--- config.mk ---
export PLATFORM = sky130hd
export DESIGN_NAME = fetch_ctrl
export DESIGN_NICKNAME = d
export VERILOG_FILES = /design/src/rtl/cpu_pkg.sv /design/src/rtl/fetch_ctrl.sv
export SDC_FILE = /design/constraint.sdc
export NUM_CORES = 1
export LEC_CHECK = 0
export ABC_AREA = 1
export BUFFER_PORTS_ARGS = -buffer_cell sky130_fd_sc_hd__buf_2
export CAP_MARGIN = 40
export CORE_ASPECT_RATIO = 0.7
export CORE_MARGIN = 3
export CORE_UTILIZATION = 40
export CTS_BUF_LIST = sky130_fd_sc_hd__clkbuf_8
export DETAILED_ROUTE_END_ITERATION = 12
export PLACE_DENSITY = 0.78
export SLEW_MARGIN = 15
export SYNTH_ARGS = -nofsm -noshare
export SYNTH_HDL_FRONTEND = slang
export SYNTH_SLANG_ARGS = --single-unit
--- constraint.sdc ---
create_clock -name clk -period 2.4 [get_ports clk]
set_input_delay 0.72 -clock clk [delete_from_list [all_inputs] [get_ports clk]]
set_output_delay 0.72 -clock clk [all_outputs]
set_load 0.02 [all_outputs]
--- src/rtl/cpu_pkg.sv ---
// Shared CPU front-end definitions: fetch defaults and fetch-sequencer state encoding.
package cpu_pkg;

  localparam int unsigned FETCH_PC_W     = 10;
  localparam int unsigned FETCH_DATA_W   = 32;
  localparam int unsigned FETCH_RESET_PC = 0;

  typedef enum logic [1:0] {
    FS_IDLE  = 2'd0,
    FS_FETCH = 2'd1,
    FS_HOLD  = 2'd2,
    FS_KILL  = 2'd3
  } fetch_state_e;

endpackage

--- src/rtl/fetch_ctrl.sv ---
// Fetch sequencer: owns the PC, runs one req/ack transaction to instruction memory at a
// time, and hands {pc_out, inst} to decode while absorbing wait states, stalls and redirects.
module fetch_ctrl
  import cpu_pkg::*;
#(
  parameter int unsigned          PC_W     = FETCH_PC_W,
  parameter int unsigned          DATA_W   = FETCH_DATA_W,
  parameter logic [PC_W-1:0]      RESET_PC = PC_W'(FETCH_RESET_PC)
) (
  input  logic              clk,
  input  logic              rst,
  input  logic              branch,
  input  logic [PC_W-1:0]   branch_target,
  input  logic              stall,
  output logic              imem_req,
  output logic [PC_W-1:0]   imem_addr,
  input  logic              imem_ack,
  input  logic [DATA_W-1:0] imem_rdata,
  output logic              inst_valid,
  output logic [DATA_W-1:0] inst,
  output logic [PC_W-1:0]   pc_out
);

  fetch_state_e      state_q, state_d;
  logic [PC_W-1:0]   pc_q, pc_d;
  logic [PC_W-1:0]   req_addr_q, req_addr_d;
  logic [DATA_W-1:0] inst_q, inst_d;
  logic [PC_W-1:0]   pc_out_q, pc_out_d;
  logic              valid_q, valid_d;
  logic              req_q, req_d;
  logic [PC_W-1:0]   pc_inc_c;

  // State and datapath registers
  always_ff @(posedge clk) begin
    if (rst) begin
      state_q    <= FS_IDLE;
      pc_q       <= RESET_PC;
      req_addr_q <= RESET_PC;
      inst_q     <= '0;
      pc_out_q   <= '0;
      valid_q    <= 1'b0;
      req_q      <= 1'b0;
    end else begin
      state_q    <= state_d;
      pc_q       <= pc_d;
      req_addr_q <= req_addr_d;
      inst_q     <= inst_d;
      pc_out_q   <= pc_out_d;
      valid_q    <= valid_d;
      req_q      <= req_d;
    end
  end

  // Next-state, next-PC mux and capture logic
  always_comb begin
    state_d  = state_q;
    pc_d     = pc_q;
    inst_d   = inst_q;
    pc_out_d = pc_out_q;
    valid_d  = valid_q & stall;
    pc_inc_c = pc_q + PC_W'(1);

    unique case (state_q)
      FS_IDLE: begin
        state_d = FS_FETCH;
        if (branch) begin
          pc_d    = branch_target;
          valid_d = 1'b0;
        end
      end
      FS_FETCH: begin
        if (branch) begin
          pc_d    = branch_target;
          valid_d = 1'b0;
          state_d = imem_ack ? FS_FETCH : FS_KILL;
        end else if (valid_q && stall) begin
          // Single capture stage is occupied: drop the request and park
          state_d = FS_HOLD;
        end else if (imem_ack) begin
          inst_d   = imem_rdata;
          pc_out_d = pc_q;
          valid_d  = 1'b1;
          pc_d     = pc_inc_c;
        end
      end
      FS_HOLD: begin
        if (branch) begin
          pc_d    = branch_target;
          valid_d = 1'b0;
          state_d = FS_FETCH;
        end else if (!stall) begin
          state_d = FS_FETCH;
        end
      end
      FS_KILL: begin
        valid_d = 1'b0;
        if (branch) begin
          pc_d = branch_target;
        end
        if (imem_ack) begin
          state_d = FS_FETCH;
        end
      end
      default: begin
        state_d = FS_IDLE;
      end
    endcase

    // The squashed request keeps its old address until memory answers it
    req_addr_d = (state_d == FS_KILL) ? req_addr_q : pc_d;
    req_d      = (state_d == FS_FETCH) || (state_d == FS_KILL);
  end

  assign imem_req   = req_q;
  assign imem_addr  = req_addr_q;
  assign inst_valid = valid_q;
  assign inst       = inst_q;
  assign pc_out     = pc_out_q;

endmodule

---- Word-level counts from Yosys, hierarchy flattened ----
Index checks and enable logic that the tools add are counted.
Widths: inputs -> output; s select.
word-level totals
  register bits ........................... 66
  latch bits .............................. 0
  bits in writable memories ............... 0
  bits in read-only memories .............. 0
  input port bits ......................... 47
  output and inout bits ................... 54
  word-level logic and storage cells ...... 39
  memories kept ........................... 0
cells by class
  add/sub/neg operators ................... 1
  $mul .................................... 0
  div/mod/pow operators ................... 0
  order comparisons ....................... 0
  equality and inequality tests ........... 5
  shift operators ......................... 0
  mux-type cells .......................... 17
  bitwise gates (word level) .............. 3
  reductions and logical operators ........ 6
operators with widths
  cell                   count
  $mux 10                4
  $pmux 10 s2            1
  $mux 2                 6
  $add 10x1->10 const B  1
  $pmux 2 s4             1
  $eq 2x2->1 const B     3
  $eq 2x1->1 const B     2
  $mux 1                 4
  $reduce_and 4->1       1
  $pmux 1 s3             1
  $reduce_or 3->1        1
  $logic_not 2->1        1
  $not 1->1              2
  $reduce_or 2->1        1
  $and 1x1->1            1
  $logic_and 1x1->1      1
  $logic_or 1x1->1       1

---- Longest topological paths before layout ----
  word-level depth ........................ 6
  mapped depth ............................ 10
  depth with buffers taken out ............ 10

---- Worst setup path before layout ----
Ideal clock, no wire load.
  path kind ............................... input-to-reg
  from .................................... in stall
  to ...................................... reg req_addr_q[3], in the netlist imem_addr[3]
  data arrival time ....................... 1.619 ns
  slack ................................... 0.672 ns
  stages on the path ...................... 10
  path buffers ............................ 0
  cells stage by stage .................... nand2_1 -> inv_1 -> nor2_1 -> nand2_1 -> nand2_1 -> nand2_1 -> nand2_1 -> nand3_1 -> nand2_1 -> inv_1
on the way
  longest elaborated chain between the ends .. 5
ends and longest elaborated chain
  item                  line               text
  from (decl)           fetch_ctrl.sv:14   input logic stall,
  $logic_and 1x1->1     fetch_ctrl.sv:76   end else if (valid_q && stall) begin
  $mux 2                fetch_ctrl.sv:76
  $mux 2                fetch_ctrl.sv:72   if (branch) begin
  $pmux 2 s4            fetch_ctrl.sv:63   unique case (state_q)
  $eq 2x2->1            fetch_ctrl.sv:110  req_addr_d = (state_d == FS_KILL) ? req_addr_q : pc_d;
  to (signal assigned)  fetch_ctrl.sv:46   req_addr_q <= req_addr_d;
  to (decl)             fetch_ctrl.sv:26   logic [PC_W-1:0] req_addr_q, req_addr_d;
Parallel ways exist; a longest one is shown, timed or not.
A chain may end at the register's enable or synchronous reset.

---- Worst setup path in the final report ----
  from .................................... reg state_q[0]
  to ...................................... reg inst_q[8], in the netlist inst[8]
on the way
  longest elaborated chain between the ends .. 2
ends and longest elaborated chain
  item                               line              text
  from (decl)                        fetch_ctrl.sv:24  fetch_state_e state_q, state_d;
  from (signal assigned)             fetch_ctrl.sv:44  state_q <= state_d;
  $eq 2x1->1                         fetch_ctrl.sv:63
  $reduce_and 4->1 (no source line)  -
  to (signal assigned)               fetch_ctrl.sv:47  inst_q <= inst_d;
  to (decl)                          fetch_ctrl.sv:27  logic [DATA_W-1:0] inst_q, inst_d;
No other way between the ends.

==> summary.txt <==
Yosys
  – Register area share after synthesis: 0.485
  – Gate count after technology mapping: 367
  – Post-Syn Area: 0.00269 mm2
  – Mapped Avg Cell Area: 7.32 um2
  – Most numerous cell in the Yosys netlist: nor2_1
  – Synth area leader: dfxtp_1
  – Post-Syn Nets: 415
  – Yosys Warn Count: 0
  – Netlist cell types: 27
  – EDFF count, synth: 0
  – Largest cells by area after synthesis: dfxtp_1 48%, nor2_1 12%, o21ai_0 8.8%, nand2_1 7.4%, nand3_1 4.5%
  – Ys async rst share: 0
  – Top-area cell type share of the netlist area: 0.485
  – Synth top cells by count: 84 x nor2_1, 65 x dfxtp_1, 53 x nand2_1, 47 x o21ai_0, 30 x inv_1
  – Ys flop type: dfxtp_1
  – Number of synthesized register bits: 65

Floorplan
  – Die height: 74.6 um
  – I/O Pins: 101
  – Core footprint: 0.00637 mm2
  – # rows: 24
  – Die Wd: 104 um
  – DIE AREA: 0.00775 mm2
  – Initial Utilization: 0.422

Pwr
  – Pleak: 0.00179 uW
  – Total Power: 2520 uW
  – Max VDD drop: 357 uV
  – PD cells: 728 mW/mm2

STA
  – Tcrit/Tclk final: 0.790
  – Endpoints failing setup: 0
  – Fin Setup TNS: 0 ns
  – Min Hold Slack: 0.479 ns
  – Final Skew: 0.00767 ns
  – RSZ-0062 raised after global routing: false
  – Worst-Margin Slew: 0.625 ns
  – Final Hold Vio Count: 0
  – Slew HR: 0.583
  – Clock period minus worst slack: 1.90 ns
  – Fin. max-slew vios: 0
  – Maximum clock frequency: 0.527 GHz

Worst setup path
  – CP required: 2.62 ns
  – CP Capture Type: flop
  – Startpoint Class: flop
  – Critical Path Fanout Max: 37
  – Worst Path Arrival: 2.11 ns
  – Critical setup path kind: reg -> reg

Final layout
  – Share of layout cells above drive strength 1: 0.276
  – Net count, final: 514
  – Number of inserted diodes: 0
  – Final core utilization: 0.544
  – Area Overhead vs Synth: 28.9%
  – Fin cells: 562

Global routing
  – First-pass GRT wire length: 11.5 mm
  – Gr ovfl total: 0
  – Global Route Usage Sum: 0.185
  – Initial antenna violation count: 0
  – Vias in the first global route: 2435
  – Pin count of the biggest net entering global routing: 38

Job
  – Max cap viols: 0

Placed design
  – DP Wirelength: 5.10 mm
  – Cell count after placement: 546
  – Gpl congestion: 0.905
  – IO Port Bufs: 100

Routing
  – 1st-iter DRT viols: 186
  – ANT nets after route: 0
  – Via count: 2705
  – Via density: 4.81
  – Final WL: 6.98 mm
  – DRC: 0
  – DR pass1 iterations: 5
  – WL/cell: 12.4 um

Clock tree
  – CTS resizes: 0
  – H-tree levels: 3
  – CTS hold repair buffers: 0
  – Clk slew on worst S/H paths: 0.07 ns
  – Clk Latency, worst-skew pair: 0.33 ns
  – CTS sink cnt: 65
  – Clock tree root driver cell: clkbuf_8
  – CTS max path bufs: 2
  – CTS buffer count: 9
  – CTS tree: built
  – Post-CTS Setup Inserts: 0

Run status
  – Outcome: completed

Hold path
  – Hold Path Class: reg -> reg
==> sequential cells by signal, summed over array words and instances (netlist names) <==
name / cells
imem_addr: 10
inst: 32
inst_valid: 1
pc_q: 10
state_q: 2
pc_out: 10
==> cell type report <==
| cell class | count | area, um2 |
|---|---|---|
| clock inverters | 7 | 95.1 |
| repair buffers | 106 | 546 |
| fillers | 634 | 2910 |
| well taps | 91 | 114 |
| flip-flops and latches | 65 | 1300 |
| inverters | 32 | 120 |
| multi-input cells | 252 | 1160 |
| clock buffers | 9 | 124 |
==> critical path, stage by stage (launching register included) <==
cell and delay (ns):
dfxtp_1 0.42, inv_2 0.08, nor2_4 0.19, nand3_4 0.15, nor2_8 0.34, inv_2 0.35
nor2_1 0.18, nor2_1 0.06
==> power breakdown <==
part	switching (uW)	leakage [uW]	internal, uW
Combinational	219	0.00115	117
Sequential	36.1	0.000533	1140
Clock	424	0.000109	584
Total	679	0.00179	1840
==> cell usage in the layout (no fill, tap or decap), drive strengths merged <==
master / Yosys / routed
inv: 32 / 32
a31oi: 2 / 2
bufinv: 0 / 2
nor3b: 1 / 1
buf: 7 / 106
clkbuf: 11 / 9
nand3: 25 / 25
nand3b: 1 / 1
a22oi: 2 / 2
ha: 1 / 1
or2: 2 / 2
clkinvlp: 0 / 1
a211oi: 1 / 1
o211ai: 2 / 2
a21oi: 21 / 21
o21ai: 50 / 50
nand4: 2 / 2
dfxtp: 65 / 65
clkinv: 0 / 4
nor2: 86 / 86
nor3: 3 / 3
nand2: 53 / 53
==> cells by family (layout without fill, tap and decap cells) <==
| family | after synthesis | in the layout | share of synthesized area |
|---|---|---|---|
| fa+ha+maj | 1 | 1 | 0.00466 |
| simple gates | 173 | 173 | 0.275 |
| flops | 65 | 65 | 0.485 |
| buf+inv | 50 | 154 | 0.0829 |
| compound gates | 78 | 78 | 0.153 |
==> path summary, 6_finish.rpt <==
kind | start | to | slack, ns | cells after the start
setup / recovery | state_q[0] | inst[8] | 0.50 | 7
hold / removal | pc_out[7] | pc_out[7] | 0.48 | 2
setup reg to reg | state_q[0] | inst[8] | 0.50 | 7
hold reg to reg | pc_out[7] | pc_out[7] | 0.48 | 2
==> layer usage <==
metal  up-vias  part of all wire  GRT usage
met5         -                 0          0
met3        12             0.077     0.0590
li1       1386                 -          -
met1      1186              0.49      0.254
met4         0             0.015     0.0693
met2       121              0.42      0.276
==> through the flow <==
stage	setup slack, ns	area, um2
6_report	0.504	3460
5_1_grt	0.262	3460
4_1_cts	0.475	3460
3_5_place_dp	0.197	3240
3_3_place_gp	0.260	3240
2_1_floorplan	0.672	2690
(Power assumes the default switching activity.)
